`src/rtl/rx_frame_pkg.sv`:
```
// Shared types and default constants for the RX frame writer and its descriptor FIFO.
package rx_frame_pkg;

  localparam int unsigned DefAddrW       = 14;
  localparam int unsigned DefMaxFrameLen = 1536;

  typedef logic [1:0] rx_state_e;
  localparam rx_state_e StIdle   = 2'd0;
  localparam rx_state_e StWrite  = 2'd1;
  localparam rx_state_e StDrop   = 2'd2;
  localparam rx_state_e StCommit = 2'd3;

  typedef struct packed {
    logic [DefAddrW-1:0] start;
    logic [DefAddrW-1:0] len;
  } rx_desc_t;

endpackage

```
`src/rtl/rx_desc_fifo.sv`:
```
// First-word fall-through descriptor FIFO; pointers carry an extra wrap bit for full/empty.
module rx_desc_fifo
  import rx_frame_pkg::*;
#(
  parameter int unsigned Depth = 4
) (
  input  logic     clk_i,
  input  logic     rst_ni,
  input  logic     push_i,
  input  rx_desc_t din_i,
  input  logic     pop_i,
  output rx_desc_t dout_o,
  output logic     full_o,
  output logic     empty_o
);

  localparam int unsigned PtrW = $clog2(Depth);

  logic [PtrW:0] wptr_q, wptr_d;
  logic [PtrW:0] rptr_q, rptr_d;
  rx_desc_t      mem_q [Depth];
  logic          do_push, do_pop;

  assign empty_o = (wptr_q == rptr_q);
  assign full_o  = (wptr_q[PtrW] != rptr_q[PtrW]) &&
                   (wptr_q[PtrW-1:0] == rptr_q[PtrW-1:0]);
  assign dout_o  = mem_q[rptr_q[PtrW-1:0]];

  assign do_push = push_i & ~full_o;
  assign do_pop  = pop_i & ~empty_o;

  always_comb begin
    wptr_d = wptr_q;
    rptr_d = rptr_q;
    if (do_push) wptr_d = wptr_q + 1'b1;
    if (do_pop)  rptr_d = rptr_q + 1'b1;
  end

  always_ff @(posedge clk_i or negedge rst_ni) begin
    if (!rst_ni) begin
      wptr_q <= '0;
      rptr_q <= '0;
    end else begin
      wptr_q <= wptr_d;
      rptr_q <= rptr_d;
    end
  end

  always_ff @(posedge clk_i) begin
    if (do_push) mem_q[wptr_q[PtrW-1:0]] <= din_i;
  end

endmodule

```
`src/rtl/rx_frame_writer.sv`:
```
// Writes a byte stream frame-by-frame into a circular buffer and publishes {start, len}
// descriptors; frames that cannot be stored whole are rolled back and counted as drops.
module rx_frame_writer
  import rx_frame_pkg::*;
#(
  parameter int unsigned ADDR_W        = DefAddrW,
  parameter int unsigned MAX_FRAME_LEN = DefMaxFrameLen,
  parameter int unsigned DESC_DEPTH    = 4,
  parameter int unsigned CNT_W         = 16
) (
  input  logic              clk_i,
  input  logic              rst_ni,
  input  logic [7:0]        s_data_i,
  input  logic              s_valid_i,
  input  logic              s_last_i,
  output logic              s_ready_o,
  output logic              mem_en_o,
  output logic              mem_we_o,
  output logic [ADDR_W-1:0] mem_addr_o,
  output logic [7:0]        mem_din_o,
  input  logic [ADDR_W-1:0] rd_ptr_i,
  output logic              desc_valid_o,
  input  logic              desc_ready_i,
  output logic [ADDR_W-1:0] desc_start_o,
  output logic [ADDR_W-1:0] desc_len_o,
  output logic              drop_o,
  output logic [CNT_W-1:0]  drop_cnt_o
);

  localparam logic [ADDR_W-1:0] MaxLen = ADDR_W'(MAX_FRAME_LEN);

  rx_state_e         state_q, state_d;
  logic [ADDR_W-1:0] wr_ptr_q, wr_ptr_d;
  logic [ADDR_W-1:0] start_q, start_d;
  logic [ADDR_W-1:0] len_q, len_d;
  logic              mem_en_q, mem_en_d;
  logic [ADDR_W-1:0] mem_addr_q, mem_addr_d;
  logic [7:0]        mem_din_q, mem_din_d;
  logic              drop_q, drop_d;
  logic [CNT_W-1:0]  drop_cnt_q, drop_cnt_d;

  logic              accept;
  logic [ADDR_W-1:0] free;
  logic              no_space;
  logic              fifo_push, fifo_full, fifo_empty;
  rx_desc_t          fifo_din, fifo_dout;

  assign s_ready_o = (state_q != StCommit);
  assign accept    = s_valid_i & s_ready_o;
  // One slot stays empty so wr_ptr == rd_ptr_i unambiguously means empty.
  assign free      = rd_ptr_i - wr_ptr_q - ADDR_W'(1);
  assign no_space  = (free == '0);

  always_comb begin
    state_d    = state_q;
    wr_ptr_d   = wr_ptr_q;
    start_d    = start_q;
    len_d      = len_q;
    mem_en_d   = 1'b0;
    mem_addr_d = mem_addr_q;
    mem_din_d  = mem_din_q;
    drop_d     = 1'b0;
    fifo_push  = 1'b0;

    case (state_q)
      StIdle: begin
        if (accept) begin
          if (fifo_full || no_space) begin
            if (s_last_i) drop_d  = 1'b1;
            else          state_d = StDrop;
          end else begin
            mem_en_d   = 1'b1;
            mem_addr_d = wr_ptr_q;
            mem_din_d  = s_data_i;
            start_d    = wr_ptr_q;
            wr_ptr_d   = wr_ptr_q + ADDR_W'(1);
            len_d      = ADDR_W'(1);
            state_d    = s_last_i ? StCommit : StWrite;
          end
        end
      end
      StWrite: begin
        if (accept) begin
          if (no_space || (len_q == MaxLen)) begin
            wr_ptr_d = start_q;
            if (s_last_i) begin
              drop_d  = 1'b1;
              state_d = StIdle;
            end else begin
              state_d = StDrop;
            end
          end else begin
            mem_en_d   = 1'b1;
            mem_addr_d = wr_ptr_q;
            mem_din_d  = s_data_i;
            wr_ptr_d   = wr_ptr_q + ADDR_W'(1);
            len_d      = len_q + ADDR_W'(1);
            if (s_last_i) state_d = StCommit;
          end
        end
      end
      StDrop: begin
        if (accept && s_last_i) begin
          drop_d  = 1'b1;
          state_d = StIdle;
        end
      end
      StCommit: begin
        // Last byte is written this cycle, so the descriptor surfaces a cycle later.
        fifo_push = 1'b1;
        state_d   = StIdle;
      end
      default: state_d = StIdle;
    endcase
  end

  always_comb begin
    drop_cnt_d = drop_cnt_q;
    if (drop_d && (drop_cnt_q != {CNT_W{1'b1}})) drop_cnt_d = drop_cnt_q + 1'b1;
  end

  always_ff @(posedge clk_i or negedge rst_ni) begin
    if (!rst_ni) begin
      state_q    <= StIdle;
      wr_ptr_q   <= '0;
      start_q    <= '0;
      len_q      <= '0;
      mem_en_q   <= 1'b0;
      mem_addr_q <= '0;
      mem_din_q  <= '0;
      drop_q     <= 1'b0;
      drop_cnt_q <= '0;
    end else begin
      state_q    <= state_d;
      wr_ptr_q   <= wr_ptr_d;
      start_q    <= start_d;
      len_q      <= len_d;
      mem_en_q   <= mem_en_d;
      mem_addr_q <= mem_addr_d;
      mem_din_q  <= mem_din_d;
      drop_q     <= drop_d;
      drop_cnt_q <= drop_cnt_d;
    end
  end

  assign fifo_din.start = start_q;
  assign fifo_din.len   = len_q;

  rx_desc_fifo #(
    .Depth(DESC_DEPTH)
  ) u_desc_fifo (
    .clk_i  (clk_i),
    .rst_ni (rst_ni),
    .push_i (fifo_push),
    .din_i  (fifo_din),
    .pop_i  (desc_ready_i),
    .dout_o (fifo_dout),
    .full_o (fifo_full),
    .empty_o(fifo_empty)
  );

  assign mem_en_o     = mem_en_q;
  assign mem_we_o     = mem_en_q;
  assign mem_addr_o   = mem_addr_q;
  assign mem_din_o    = mem_din_q;
  assign desc_valid_o = ~fifo_empty;
  assign desc_start_o = fifo_dout.start;
  assign desc_len_o   = fifo_dout.len;
  assign drop_o       = drop_q;
  assign drop_cnt_o   = drop_cnt_q;

endmodule

```
`config.mk`:
```
export PLATFORM = sky130hd
export DESIGN_NAME = rx_frame_writer
export DESIGN_NICKNAME = d
export VERILOG_FILES = /design/src/rtl/rx_frame_pkg.sv /design/src/rtl/rx_desc_fifo.sv /design/src/rtl/rx_frame_writer.sv
export SDC_FILE = /design/constraint.sdc
export NUM_CORES = 1
export LEC_CHECK = 0
export ABC_AREA = 1
export CAP_MARGIN = 5
export CORE_MARGIN = 3
export CORE_UTILIZATION = 55
export DETAILED_ROUTE_END_ITERATION = 12
export GPL_TIMING_DRIVEN = 0
export PLACE_DENSITY_LB_ADDON = 0.1
export RECOVER_POWER = 50
export SKIP_LAST_GASP = 1
export SLEW_MARGIN = 20
export SYNTH_ARGS = -nofsm -noshare
export SYNTH_HDL_FRONTEND = slang
export SYNTH_HIERARCHICAL = 1
export SYNTH_SLANG_ARGS = --single-unit
export TNS_END_PERCENT = 100
```
`constraint.sdc`:
```
create_clock -name clk_i -period 3.5 [get_ports clk_i]
set_clock_uncertainty 0.1 [all_clocks]
set_input_delay 0.525 -clock clk_i [delete_from_list [all_inputs] [get_ports clk_i]]
set_output_delay 0.525 -clock clk_i [all_outputs]
set_load 0.02 [all_outputs]
```
==> results of run 1 <==
==> flip-flops by register name, indices dropped and copies added, names as in the netlist <==
register,cells
wr_ptr_q,14
state_q,2
u_desc_fifo/rptr_q,3
u_desc_fifo/mem_q,112
drop_o,1
mem_addr_o,14
start_q,14
len_q,14
mem_din_o,8
u_desc_fifo/wptr_q,3
mem_en_o,1
drop_cnt_o,16
==> power groups by stage <==
| stage | Clock, mW | Combinational, mW | Sequential [mW] |
|---|---|---|---|
| floorplan | 0 | 1.99 | 3.29 |
| global placement | 0 | 3.34 | 3.24 |
| detailed placement | 0 | 3.46 | 3.24 |
| CTS | 2.63 | 3.51 | 3.21 |
| global route | 2.74 | 3.80 | 3.25 |
| finish | 2.58 | 3.45 | 3.21 |
==> metal layers <==
layer	wire length [µm]	share of wire, %
met4	388	1.7
met1	10300	44
met2	11300	48
met5	0	0
met3	1340	5.8
==> critical path, stage by stage, from the launching register on <==
cell	delay (ps)
dfrtp_1	440
inv_1	500
buf_2	340
o21ai_0	140
o22ai_1	150
clkdlybuf4s50_1	630
==> stage by stage <==
| stage | util [%] | instance area (µm²) | hold WS [ps] | setup slack [ps] |
|---|---|---|---|---|
| floorplan | - | 9870 | 129 | 728 |
| global placement | 63.9 | 11100 | 361 | -1730 |
| detailed placement | 64.6 | 11200 | 364 | -356 |
| CTS | 69.3 | 12100 | 380 | 53.9 |
| global route | 69.3 | 12100 | 398 | 14.5 |
| finish | 69.3 | 12100 | 373 | 183 |
==> cell type report <==
| class | count | area (µm²) |
|---|---|---|
| buffer | 35 | 216 |
| clock buffer | 24 | 579 |
| clock inverter | 16 | 238 |
| fill | 1362 | 5350 |
| inverter | 101 | 379 |
| multi-input combinational | 752 | 3680 |
| sequential | 202 | 5620 |
| tap | 225 | 282 |
| timing repair buffer | 103 | 1080 |
==> placed cells by master (no fill, tap or decap), drive strengths merged <==
cell           instances
nand2                338
edfxtp               112
nor2                 108
inv                  103
o21ai                 94
dfrtp                 90
nand3                 82
clkdlybuf4s50         80
clkbuf                35
xor2                  31
buf                   30
o22ai                 28
ha                    22
dlygate4sd3           17
nand4                 16
nor3                  13
a21oi                  6
bufinv                 6
clkinv                 6
xnor2                  5
nor4                   4
clkinvlp               2
and2                   1
nand3b                 1
o21bai                 1
or2                    1
fa                     1
==> worst paths after layout <==
kind | start | end | slack (ps)
min in group asynchronous | rst_ni | u_desc_fifo/rptr_q[2] | 1190
worst max register to register | wr_ptr_q[0] | wr_ptr_q[9] | 320
worst min-delay path | mem_din_o[3] | mem_din_o[3] | 370
max in group asynchronous | rst_ni | drop_cnt_o[7] | 740
worst max-delay path | u_desc_fifo/rptr_q[1] | desc_len_o[5] | 180
worst min register to register | mem_din_o[3] | mem_din_o[3] | 370
==> kinds of logic (layout without fill, tap and decap cells) <==
logic type	after synthesis	in the layout	share of synthesized area [%]
AO/OA/AOI/OAI	129	129	7.07
XOR/XNOR	36	36	3.20
adder cells (fa/ha/maj)	23	23	2.99
buffers and inverters	137	279	6.04
flip-flops	202	202	56.9
AND/OR/NAND/NOR	564	564	23.8
==> timing repair <==
item                                    CTS  global route
endpoints found under the setup margin    0            59
hold buffers                              1             0
endpoints found under the hold margin    38             0
resized for setup                         0             6
setup buffers                             0             1
==> results.md, run 1 <==
* First-pass iteration count of the detailed router at 5
* Synth area leader: edfxtp_1
* DP Wirelength at 16.0 mm
* Sum of negative setup slack at 0 ps
* Wire per inst at roughly 16 µm
* Grt total ovfl at 0
* Core footprint at 0.0174 mm²
* Fin nets at approximately 1300
* Largest net degree at the start of global routing at 53
* First-pass GRT wire length at 38.3 mm
* Worst Hold Class: reg -> reg
* Post-Layout Cell Count at approximately 1500
* IO Port Bufs at 97
* Share of cells above drive strength 1 at 7.14%
* Combinational power share at 37.4%
* Cell variety after synth at 33
* Die H at 140 µm
* Skew-Pair Late Insertion Delay at 500 ps
* Maximum clock path buffer count at 3
* Power Total at 9.24 mW
* Vias per cell at 5.40
* Gr usage total at 23.7%
* Clock sinks at between 200 and 250
* Yosys warnings at 6
* Inserted Diodes at 0
* Count leader, synth: nand2_1
* Arrival @ worst endpoint at between 2000 and 3000 ps
* Number of synthesized flops with an enable pin at 112
* CP Capture Type: output pin
* Violated checks: capacitance limit, slew limit
* Post-Syn Nets at 1141
* Net Sw Frac at 36.4%
* CP startpoint kind: register
* Leakage at 5.22 nW
* Mean Syn Cell Area at 9.05 µm²
* Initial antenna violation count at 0
* RSZ-0062 raised after global routing: false
* Drt drc at 0
* Global Route met3 Usage at 3.58%
* Clock power share at 27.9%
* Sequential power share at 34.7%
* Max_cap viols at 1
* Pwr dens at 765 mW/mm²
* Worst-path clk slew at around 60 ps
* CTS buffer count at 22
* Die width at 140 µm
* Die area at 0.0196 mm²
* I/O Pins at 98
* Final period demand of the worst path at 3320 ps
* Type of the worst setup path: reg -> out
* NetSw at between 3 and 4 mW
* Synth top area cells: edfxtp_1 (34%), dfrtp_1 (23%), nand2_1 (13%), o21ai_0 (4.1%), nor2_1 (4.0%)
* Met2 usage at 39.8%
* Ys async rst share at around 45%
* Placed cell count at around 1400
* Final hold violations at 0
* Status: complete, but fails checks
* Final worst path period share at 94.8%
* Seq/Total Area, Yosys at a little under three fifths
* CTS tree: built
* Most instantiated cells after synthesis: nand2_1 (334), edfxtp_1 (112), nor2_1 (105), inv_1 (100), dfrtp_1 (90)
* R2R cell count at 21
* Area Overhead vs Synth at 22.3%
* GP Congestion at 0.923
* Relative slew slack at -58.6%
* Initial Utilization at about 57%
* Vias at 7880
* Initial DRC Count at roughly 550
* Final WL at 23.3 mm
* Root buf cell: clkbuf_16
* Hold path cells at 2
* CP required at 2870 ps
* VDD IR max at 0.533 mV
* Grt peak-use layer: met2
* Cell Int Power at 5.87 mW
* Worst Tran Pin Value at 2380 ps
* Max Slew Vio Count at 39
* Vias in the first global route at between 7000 and 8000
* GR Util met1 at 33.1%
* Row count at 48
* F_max at 302 MHz
* Crit-path max FO at 19
* Top cell type's share of synthesized area at 34.1%
* Setup Viol. Count Final at 0
* Htree depth at 1
* Post-Syn Area at around 0.0099 mm²
* Top FF cell, synth: edfxtp_1
* FF+latch count, synth at 202
* Post-Synthesis Cells at about 1100
* Detail Route Antenna Nets at 0
No activity file was read; power rests on OpenSTA's default activity.
==> run 2: changes to the inputs <==
Settings changed: SLEW_MARGIN 20 to 30.
==> run 2 against run 1 <==
Effect of this change: the run still ends with capacitance limit, slew limit left; setup slack gained 63 ps; total power shrank 1.5%; sequential share of layout area grew 0.12 points; wire length shrank 1.1%; final area shrank 0.26%; critical path depth is the same; via count shrank 0.88%; critical path type unchanged; largest cell class unchanged.
==> results.md, run 2 (same netlist as run 1, synthesis figures left out) <==
* Status: complete, but fails checks
* Violated checks: capacitance limit, slew limit
* Power Total at 9.10 mW
* Fin nets at between 1000 and 1500
* Crit path from: u_desc_fifo/rptr_q[1]
* Cell Int Power at 5.75 mW
* DP Wirelength at around 16 mm
* Vias in the first global route at 7518
* IO Port Bufs at 97
* Drt drc at 0
* NetSw at 3.35 mW
* VDD IR max at 0.481 mV
* Type of the worst setup path: reg -> out
* Worst Hold Class: reg -> reg
* Row count at 48
* Crit-path max FO at 19
* Initial antenna violation count at 0
* Detail Route Antenna Nets at 0
* Skew-Pair Late Insertion Delay at roughly 500 ps
* CTS tree: built
* F_max at 307 MHz
* I/O Pins at 98
* Core footprint at 0.0174 mm²
* GP Congestion at approximately 0.9
* Share of cells above drive strength 1 at around 7.4%
* Net Sw Frac at a little under two fifths
* Wire per inst at 15.8 µm
* First-pass iteration count of the detailed router at 6
* Gr usage total at 23.9%
* Final WL at 23.0 mm
* Clock power share at 26.7%
* Final hold violations at 0
* Largest net degree at the start of global routing at 53
* Root buf cell: clkbuf_16
* Placed Area at between 0.01 and 0.015 mm²
* Leakage at 5.17 nW
* CTS buffer count at 22
* Initial DRC Count at 545
* Die H at 140 µm
* Setup Viol. Count Final at 0
* Maximum clock path buffer count at 3
* Max_cap viols at 1
* CP required at 2870 ps
* Pwr dens at 756 mW/mm²
* Max Slew Vio Count at 39
* RSZ-0062 raised after global routing: false
* Htree depth at 1
* Final period demand of the worst path at between 3000 and 4000 ps
* Inserted Diodes at 0
* Grt total ovfl at 0
* Final instance area at roughly 0.012 mm²
* Commonest non-fill, non-tap cell in the layout: nand2_1
* Vias at roughly 7800
* Relative slew slack at -58.5%
* CP Capture Type: output pin
* Arrival @ worst endpoint at ~2600 ps
* Area Overhead vs Synth at 22.0%
* Worst Tran Pin Value at 2380 ps
* First-pass GRT wire length at between 30 and 40 mm
* Worst-path clk slew at about 60 ps
* Clock sinks at 202
* Commonest non-fill, non-tap cells in the layout: nand2_1 (332), edfxtp_1 (112), nor2_1 (102)
* CP startpoint kind: register
* Die width at 140 µm
* Final worst path period share at 93.0%
* Max reg flops at 112
* HP Start: mem_din_o[2]
* RR Startpoint: wr_ptr_q[0]
* Initial Utilization at 56.7%
* Vias per cell at about 5.4
* Combinational power share at 38.1%
* Sequential power share at 35.3%
* Die area at just under 0.02 mm²
[run 2: cell type report]
type	instances	area, µm²
Fill cell	1354	5380
Clock buffer	24	579
Clock inverter	16	191
Tap cell	225	282
Buffer	35	214
Multi-Input combinational cell	752	3690
Timing Repair Buffer	103	1090
Inverter	101	379
Sequential cell	202	5620
[run 2: power by group through the flow]
| stage | registers (mW) | logic, mW | clock network (mW) |
|---|---|---|---|
| floorplan | 3.29 | 1.99 | 0 |
| global placement | 3.24 | 3.34 | 0 |
| detailed placement | 3.24 | 3.48 | 0 |
| CTS | 3.21 | 3.50 | 2.46 |
| global route | 3.25 | 3.81 | 2.58 |
| finish | 3.21 | 3.47 | 2.43 |
[run 2: repair_timing]
action                                  4_1_cts  5_1_grt
hold endpoints to repair                     38        0
endpoints found under the setup margin        0       59
resized for setup                             0        6
hold buffers                                  1        0
buffers inserted                              0        1
[run 2: worst max-delay path, stage by stage (launching register included)]
cell	delay, ps
dfrtp_1	430
inv_1	450
buf_2	330
o21ai_0	110
o22ai_1	180
clkdlybuf4s50_1	640
[run 2: final timing paths]
path,end,slack (ps),cells after the start
max,desc_len_o[4],250,5
min,mem_din_o[2],370,2
max reg2reg,mem_din_o[6],360,21
min reg2reg,mem_din_o[2],370,2
max in group asynchronous,drop_cnt_o[3],740,2
min in group asynchronous,u_desc_fifo/rptr_q[2],1190,2
[run 2: routing by layer]
| metal | GRT usage [%] | wire length (µm) | vias to the layer above | share of wire (%) |
|---|---|---|---|---|
| met4 | 4.59 | 219 | 0 | 0.95 |
| met2 | 40.5 | 11200 | 221 | 49 |
| met3 | 3.31 | 1230 | 17 | 5.3 |
| met5 | 0 | 0 | - | 0 |
| met1 | 33.5 | 10300 | 3704 | 45 |
| li1 | - | - | 3869 | - |
[run 2: per-stage QoR]
step	cells	hold WS (ps)	util (%)	setup WS, ps	TNS [ps]
after floorplan	1091	129	-	728	0
after global placement	1413	361	63.9	-1730	-167400
after detailed placement	1417	367	64.6	-368	-12450
after CTS	1458	383	69.1	69.7	0
after global routing	1458	396	69.1	33.1	0
final	1458	375	69.1	247	0
==> run 3: changes to the inputs <==
Settings changed: SETUP_SLACK_MARGIN set to 0.2.
==> run 3 against run 2 <==
Effect of this change: the run still ends with capacitance limit, slew limit left; via count is 0.15% higher; hold slack improved by 0.59 ps; clock power about the same; sequential cell count unchanged; core utilization up 0.93 points; critical path depth is the same; sequential share of layout area shrank 0.62 points; maximum frequency is 1.3% higher; setup slack gained 43 ps; clock-buffer cell count unchanged; die area is the same; highest routed layer unchanged.
==> results.md, run 3 (same netlist as run 1, synthesis figures left out) <==
* Gr usage total at 23.9%
* Arrival @ worst endpoint at 2590 ps
* Post-Layout Cell Count at 1472
* Core footprint at 0.0174 mm²
* Vias per cell at ~5.3
* Crit path max-delay family: buffers and inverters
* Max_cap viols at 1
* Final WL at 23.3 mm
* Fill count at about 1300
* CTS tree: built
* Relative slew slack at -59.4%
* Min Hold Slack at 375 ps
* Final instance area at 0.0122 mm²
* Max reg flops at 112
* Initial Utilization at 56.7%
* Power Total at 9.28 mW
* Final hold violations at 0
* Crit-path slowest cell: clkdlybuf4s50_1
* Worst Hold Class: reg -> reg
* CTS buffer count at 22
* I/O Pins at 98
* Leakage at 5.25 nW
* Type of the worst setup path: reg -> out
* Maximum clock path buffer count at 3
* Setup Viol. Count Final at 0
* Worst path max stage delay at 660 ps
* Cell Chain, Critical Path: inv_1 > clkbuf_2 > o21ai_0 > o22ai_1 > clkdlybuf4s50_1
* Crit-path max FO at 10
* Row count at 48
* F_max at between 300 and 400 MHz
* Wire per inst at 15.8 µm
* Commonest non-fill, non-tap cells in the layout: nand2_1 (332), edfxtp_1 (112), nor2_1 (102)
* First-pass iteration count of the detailed router at 5
* Status: complete, but fails checks
* Final period demand of the worst path at 3210 ps
* Fin util at 70.1%
* Vias at 7823
* Skew-Pair Late Insertion Delay at approximately 500 ps
* Inserted Diodes at 0
* CP Buf/Inv Count at 3
* VDD IR max at 0.480 mV
* Die H at about 140 µm
* IO Port Bufs at 97
* Fin nets at 1281
* Final worst path period share at 91.7%
* DP Wirelength at 16.0 mm
* Die area at 0.0196 mm²
* Violated checks: capacitance limit, slew limit
* Setup ws final at 289 ps
* Commonest non-fill, non-tap cell in the layout: nand2_1
* Largest net degree at the start of global routing at 53
* Initial DRC Count at roughly 550
* Placed cell count at 1417
* Area Overhead vs Synth at 23.6%
* Htree depth at 1
* R2r setup slk at 440 ps
* CP required at 2870 ps
* CP startpoint kind: register
* Worst Tran Pin Value at 2390 ps
* Die width at roughly 140 µm
* First-pass GRT wire length at 38.2 mm
* Worst-path clk slew at 60 ps
* Vias in the first global route at 7526
* RSZ-0062 raised after global routing: true
* Dpl ws at -368 ps
* CP Capture Type: output pin
* Drt drc at 0
* Pwr dens at approximately 760 mW/mm²
* Placed Area at ~0.011 mm²
* Detail Route Antenna Nets at 0
* Initial antenna violation count at 0
* Max Slew Vio Count at 39
* Grt total ovfl at 0
* Share of cells above drive strength 1 at 8.74%
* GP Congestion at 0.923
* Clock sinks at just over 200
* Sum of negative setup slack at 0 ps
* Root buf cell: clkbuf_16
run 3: final cells by class:
class                      count  area [µm²]  area share [%]
sequential                   202        5620            46.0
clock buffer                  24         579            4.75
buffer                        36         244            2.00
timing repair buffer         116        1190            9.75
multi-input combinational    752        3720            30.5
tap                          225         282            2.31
inverter                     101         383            3.14
clock inverter                16         191            1.57
run 3: routing by layer:
metal | vias to the layer above | track usage [%] | part of all wire, %
met2 | 186 | 40.5 | 49
met5 | - | 0 | 0
met4 | 0 | 4.59 | 0.99
met1 | 3725 | 33.5 | 46
met3 | 18 | 3.31 | 4.3
li1 | 3894 | - | -
run 3: worst reg2reg max path, cell delays in order, from the launching register on:
cell	delay, ps
dfrtp_1	400
inv_2	100
ha_2	200
inv_1	50
fa_2	340
inv_2	70
nand2_1	80
nand2_2	120
nand3_1	80
nand2_1	70
nand3_1	60
nor2_1	100
nand2_1	80
nor2_2	150
nand3_4	170
nand2_1	140
nand2_1	80
nand3_2	130
inv_1	110
buf_4	190
nand2_1	70
nand2_1	50
run 3: where the power goes:
part           internal, mW  total [mW]  switching, mW
clock                  1.50        2.43          0.929
sequential             2.94        3.21          0.264
combinational          1.42        3.64           2.22
run 3: final timing paths:
check / endpoint / depth (start not counted) / startpoint
worst min-delay path: mem_din_o[2] / 2 / mem_din_o[2]
worst max-delay path: desc_len_o[1] / 5 / u_desc_fifo/rptr_q[1]
max in group asynchronous: drop_cnt_o[4] / 2 / rst_ni
worst max register to register: wr_ptr_q[13] / 21 / wr_ptr_q[0]
min in group asynchronous: start_q[9] / 2 / rst_ni
worst min register to register: mem_din_o[2] / 2 / mem_din_o[2]
run 3: repair_timing:
item,in CTS,in global routing
endpoints found under the setup margin,14,83
resized for setup,2,21
gates cloned,0,0
setup buffers,1,13
pin swaps,0,3
hold endpoints to repair,38,0
hold buffers,1,0
